==> src/rtl/fsk_zc_demod_pkg.sv <==
// Shared tone encoding and default rate parameters for the FSK modulator/demodulator pair.
package fsk_zc_demod_pkg;

  localparam logic TONE0 = 1'b0;
  localparam logic TONE1 = 1'b1;

  // 20 kbaud at 50 MHz; tones at 100/200 kHz give half-periods of 250/125 cycles
  localparam int SPS_DEF    = 2500;
  localparam int THRESH_DEF = 188;

endpackage

==> src/rtl/fsk_zc_slicer.sv <==
// Input register plus hysteresis sign slicer; pulses zc on the cycle the sign state flips.
module fsk_zc_slicer #(
  parameter int DATA_W = 16,
  parameter int HYST   = 256
) (
  input  logic              sys_clk,
  input  logic              sys_rst_n,
  input  logic [DATA_W-1:0] fir_out,
  output logic              zc
);

  localparam logic signed [DATA_W:0] HYST_P = (DATA_W+1)'(HYST);
  localparam logic signed [DATA_W:0] HYST_N = -HYST_P;

  logic signed [DATA_W-1:0] x_r;
  logic signed [DATA_W:0]   x_ext;
  logic                     sign_q;
  logic                     sign_next;

  assign x_ext = {x_r[DATA_W-1], x_r};

  always_comb begin
    sign_next = sign_q;
    if (x_ext > HYST_P)
      sign_next = 1'b1;
    else if (x_ext < HYST_N)
      sign_next = 1'b0;
  end

  always_ff @(posedge sys_clk or negedge sys_rst_n) begin
    if (!sys_rst_n) begin
      x_r    <= '0;
      sign_q <= 1'b0;
      zc     <= 1'b0;
    end else begin
      x_r    <= $signed(fir_out);
      sign_q <= sign_next;
      zc     <= (sign_next != sign_q);
    end
  end

endmodule

==> src/rtl/fsk_zc_demod.sv <==
// Zero-crossing FSK demodulator: half-period measurement, tone slicing, symbol timing
// recovery and lock detection on top of the hysteresis slicer.
module fsk_zc_demod
  import fsk_zc_demod_pkg::*;
#(
  parameter int DATA_W    = 16,
  parameter int HYST      = 256,
  parameter int CNT_W     = 12,
  parameter int THRESH    = THRESH_DEF,
  parameter int SPS       = SPS_DEF,
  parameter int LOCK_SYMS = 8
) (
  input  logic              sys_clk,
  input  logic              sys_rst_n,
  input  logic [DATA_W-1:0] fir_out,
  output logic              bit_out,
  output logic              bit_valid,
  output logic [CNT_W-1:0]  half_period,
  output logic              carrier_ok,
  output logic              sync_lock
);

  localparam int SYM_W  = $clog2(SPS);
  localparam int LOCK_W = $clog2(LOCK_SYMS + 1);

  localparam logic [CNT_W-1:0]  CNT_MAX  = {CNT_W{1'b1}};
  localparam logic [CNT_W:0]    THRESH_C = (CNT_W+1)'(THRESH);
  localparam logic [SYM_W-1:0]  SYM_MID  = SYM_W'(SPS / 2);
  localparam logic [SYM_W-1:0]  SYM_LAST = SYM_W'(SPS - 1);
  localparam logic [LOCK_W-1:0] LOCK_MAX = LOCK_W'(LOCK_SYMS);

  logic              zc;
  logic [CNT_W-1:0]  count;
  logic [CNT_W:0]    meas;
  logic [CNT_W-1:0]  meas_sat;
  logic              meas_ok;
  logic              tone;
  logic              tone_dec;
  logic              tone_next;
  logic              tone_chg;
  logic              strobe;
  logic [SYM_W-1:0]  sym_cnt;
  logic [LOCK_W-1:0] lock_cnt;

  fsk_zc_slicer #(
    .DATA_W (DATA_W),
    .HYST   (HYST)
  ) u_slicer (
    .sys_clk   (sys_clk),
    .sys_rst_n (sys_rst_n),
    .fir_out   (fir_out),
    .zc        (zc)
  );

  assign meas     = {1'b0, count} + (CNT_W+1)'(1);
  assign meas_sat = meas[CNT_W] ? CNT_MAX : meas[CNT_W-1:0];
  assign tone_dec = (meas < THRESH_C) ? TONE1 : TONE0;

  // meas_ok gates out the partial interval that precedes the first crossing
  always_comb begin
    tone_next = tone;
    if (zc && meas_ok)
      tone_next = tone_dec;
  end

  assign tone_chg = (tone_next != tone);
  assign strobe   = !tone_chg && (sym_cnt == SYM_MID) && carrier_ok;

  always_ff @(posedge sys_clk or negedge sys_rst_n) begin
    if (!sys_rst_n) begin
      count       <= '0;
      half_period <= '0;
      carrier_ok  <= 1'b0;
      meas_ok     <= 1'b0;
      tone        <= TONE0;
    end else begin
      tone <= tone_next;
      if (zc) begin
        half_period <= meas_sat;
        count       <= '0;
        carrier_ok  <= 1'b1;
        meas_ok     <= 1'b1;
      end else if (count == CNT_MAX) begin
        carrier_ok <= 1'b0;
        meas_ok    <= 1'b0;
      end else begin
        count <= count + 1'b1;
      end
    end
  end

  // A tone change realigns the symbol grid, so the next decision lands mid-symbol
  always_ff @(posedge sys_clk or negedge sys_rst_n) begin
    if (!sys_rst_n) begin
      sym_cnt   <= '0;
      bit_valid <= 1'b0;
      bit_out   <= 1'b0;
    end else begin
      if (tone_chg || sym_cnt == SYM_LAST)
        sym_cnt <= '0;
      else
        sym_cnt <= sym_cnt + 1'b1;
      bit_valid <= strobe;
      if (strobe)
        bit_out <= tone;
    end
  end

  always_ff @(posedge sys_clk or negedge sys_rst_n) begin
    if (!sys_rst_n) begin
      lock_cnt  <= '0;
      sync_lock <= 1'b0;
    end else if (!carrier_ok) begin
      lock_cnt  <= '0;
      sync_lock <= 1'b0;
    end else if (strobe && lock_cnt != LOCK_MAX) begin
      lock_cnt  <= lock_cnt + 1'b1;
      sync_lock <= ((lock_cnt + 1'b1) == LOCK_MAX);
    end
  end

endmodule

==> config.mk <==
export PLATFORM = sky130hd
export DESIGN_NAME = fsk_zc_demod
export DESIGN_NICKNAME = d
export VERILOG_FILES = /design/src/rtl/fsk_zc_demod_pkg.sv /design/src/rtl/fsk_zc_slicer.sv /design/src/rtl/fsk_zc_demod.sv
export SDC_FILE = /design/constraint.sdc
export NUM_CORES = 1
export LEC_CHECK = 0
export ABC_AREA = 1
export CAP_MARGIN = 20
export CORE_MARGIN = 1
export CORE_UTILIZATION = 50
export CTS_CLUSTER_DIAMETER = 80
export DETAILED_ROUTE_END_ITERATION = 8
export GPL_TIMING_DRIVEN = 0
export PLACE_DENSITY = 0.75
export SLEW_MARGIN = 5
export SYNTH_ARGS = -nofsm -noshare
export SYNTH_HDL_FRONTEND = slang
export SYNTH_SLANG_ARGS = --single-unit
export TNS_END_PERCENT = 30
==> constraint.sdc <==
create_clock -name sys_clk -period 1.95 [get_ports sys_clk]
set_input_delay 0.39 -clock sys_clk [delete_from_list [all_inputs] [get_ports sys_clk]]
set_output_delay 0.39 -clock sys_clk [all_outputs]
set_load 0.01 [all_outputs]
==> impl_metrics.ini <==
[sta]
fin_ws_ns = -0.01471
maxSlewHeadroom_pct = 49.24
finalHoldViolCount = 0
fmax_ghz = 0.5090
skew_ns = 0.007756
fin_crit_sh_pct = 100.8
rsz0062_at_grt = yes
final-setup-viol-count = 1
setup_tns_ns = -0.01471
tightestPinTransition_ns = 0.7614
fin_crit_ns = 1.965
report.final.slew_viol_count = 0

[setup_path]
crit_chain = ha_4, nand2_4, nor2_4, nand2_2, nand2_2, nand2_2, nand3_2, nor2_2, nand3_2, buf_4, buf_4, o21ai_1, nand3_1, nand2_1
required_ns = 2.22
start_kind = flop
r2r-start = count[1]
end_kind = flop
r2r-end = bit_out
cp_num_buf_inv = 2
rrSetupSlack_ns = -0.01
crit_cells = 14
slowest_stage = dfrtp_2
r2r.worst_path.cells = 14
slowest_delay_ns = 0.44
worstPathMaxFanout = 4
critPathArrivalTime_ns = 2.24
path_class = flop to flop
crit_top_cell = nand2_2
crit_family = simple AND/OR/NAND/NOR gates

[status]
status = finished, violations left
violations = negative setup slack

[yosys]
synthArstFlopShare_pct = 100.0
yosysSeqAreaShare_pct = 52.79
synthFlopType = dfrtp_1
synth_fa_ha_area_share_pct = 2.514
synth-simple-area-share_pct = 29.49
synth.avg_cell_area_um2 = 9.481
synth-edff-count = 0
synth_top_family_by_area = simple AND/OR/NAND/NOR gates
synth.ff_latch_count = 63
synth_xor_area_share_pct = 3.477
syn_area_mm2 = 0.002987
synth_compound_area_share_pct = 6.661
synthDistinctLibCells = 34
synthMuxAreaShare_pct = 0
synth_nets = 339
ys_warn_count = 0
netlist_instances = 315

[floorplanning]
die_height_um = 79.29
core_region_area_mm2 = 0.005642
initial_core_util_pct = 52.94
num_io_pins = 34
dieWidth_um = 79.29
rows = 27
die_area_mm2 = 0.006286

[cts]
clockRootBuffer = clkbuf_8
clockBufferDepth = 2
clk_latency_ns = 0.34
cts_tree = done
clk_pin_slew_worst_paths_ns = 0.08
h-tree-depth = 3
clock_sinks = 63
cts_buffers = 9
ctsHoldBuffers = 0

[drt]
route.detailed.drc = 0
vias = 2367
via_per_inst = 5.343
dr.pass1.iters = 4
wl_per_cell_um = 14.33
dr.first_iter.drc_count = 159
ant_nets = 0
totalWireLength_um = 6348

[layout]
drive_gt1_share_pct = 20.75
final_core_util_pct = 67.51
multi_input_area_mm2 = 0.001350
seq_area_mm2 = 0.001583
nets = 390
nFillCells = 414
syn_to_final_growth_pct = 27.52
diodes = 0

[placement]
port_buffers = 33
dp_slack_ns = -0.3366
place_congestion = 0.8114
dpl.hpwl_um = 4092

[pwr]
p_total_mw = 3.322
ir_drop_v = 0.0008658
leakage_nw = 1.690
p_per_area_mw_per_mm2 = 872.3

[grt]
gr-usage-all-layers_pct = 23.01
grt_overflow = 0
antenna_found_initial = 0
grt_pass1_wl_um = 10870
grt_max_degree = 64
grt_pass1_vias = 2381

[min_path]
hold_class = input pin to asynchronous set/reset pin

[run]
drv_cap = 0
state kept, by name, summed over array words and instances, names as in the netlist:
register and flops:
u_slicer.x_r 16, u_slicer.sign_q 1, sym_cnt 12, tone 1, sync_lock 1, meas_ok 1
lock_cnt 4, half_period 12, count 12, u_slicer.zc 1, bit_out 1, bit_valid 1
layout make-up:
cell class / count / area share, %
flip-flops and latches: 63 / 41.56
multi-input cells: 215 / 35.45
repair buffers: 40 / 10.09
clock buffers: 11 / 3.712
inverters: 33 / 3.252
clock inverters: 5 / 2.727
well taps: 72 / 2.365
plain buffers: 4 / 0.8541
cells by family (layout without fill, tap and decap cells):
kind of cell    after synthesis  count (layout)
buf+inv                      37              93
compound gates               34              34
simple gates                164             164
xor+xnor                     11              11
flops                        63              63
fa+ha+maj                     6               6
metrics by stage:
step	area (µm²)	std cells	hold slack, ns
after floorplan	2987	315	0.09441
after global placement	3407	420	0.4723
after detailed placement	3405	420	0.4779
after CTS	3756	442	0.1596
after global routing	3809	443	0.1924
final	3809	443	0.1225
worst reg2reg max path, cell delays in order (launching register included):
cell,delay [ns]
dfrtp_2,0.44
ha_4,0.19
nand2_4,0.07
nor2_4,0.05
nand2_2,0.09
nand2_2,0.06
nand2_2,0.10
nand3_2,0.07
nor2_2,0.11
nand3_2,0.11
buf_4,0.15
buf_4,0.12
o21ai_1,0.15
nand3_1,0.10
nand2_1,0.09
timing repair:
| action | 4_1_cts | 5_1_grt |
|---|---|---|
| cloned | 0 | 0 |
| buffers inserted | 6 | 1 |
| pin swaps | 10 | 11 |
| resized for setup | 15 | 12 |
| endpoints found under the setup margin | 30 | 16 |
cell usage after synthesis, types with 2 or more instances:
cell type  count  area (µm²)
nand2_2        7       43.79
nor3_1         2       10.01
xnor2_1        2       17.52
nor2_4        12       135.1
o21ai_1        3       15.01
nand3_1       30       150.1
nor4_1         5       31.28
inv_1         30       112.6
nand2_1       50       187.7
inv_2          2       7.510
xor2_1         8       70.07
dfrtp_1       63        1577
a21oi_1       13       65.06
clkbuf_1       2       7.510
nor2_1        29       108.9
o21bai_1       2       15.01
nand4_1       16       100.1
o21ai_0       14       70.07
nor2_2         5       31.28
ha_1           6       75.07
where the power goes:
part / internal, mW / switching [mW]
clock network: 0.887 / 0.518
logic: 0.205 / 0.234
registers: 1.40 / 0.0785
layout by cell type, fill, tap and decap left out, types with 4 or more instances in the layout:
cell type / count
a21oi_1: 13
buf_4: 7
clkbuf_8: 10
clkdlybuf4s50_1: 32
dfrtp_1: 58
dfrtp_2: 5
ha_1: 5
inv_1: 30
nand2_1: 45
nand2_2: 11
nand3_1: 26
nand3_2: 5
nand4_1: 16
nor2_1: 26
nor2_2: 6
nor2_4: 14
nor4_1: 4
o21ai_0: 14
xor2_1: 8
how the worst max path moves through the flow:
stage | start | end
after floorplan | count[0] | sym_cnt[7]
after global placement | sys_rst_n | bit_valid
after detailed placement | count[0] | sync_lock
after CTS | count[1] | lock_cnt[3]
after global routing | count[1] | lock_cnt[0]
final | count[1] | bit_out
layer usage:
metal / share of wire, % / vias up / wire length [µm] / global-route usage (%)
met5: 0 / - / 0 / 0
met1: 42 / 1146 / 2672 / 29.38
met4: 2.3 / 0 / 148 / 9.273
met2: 52 / 54 / 3275 / 38.10
met3: 4.0 / 16 / 251 / 4.828
li1: - / 1151 / - / -
(Power assumes the default switching activity.)
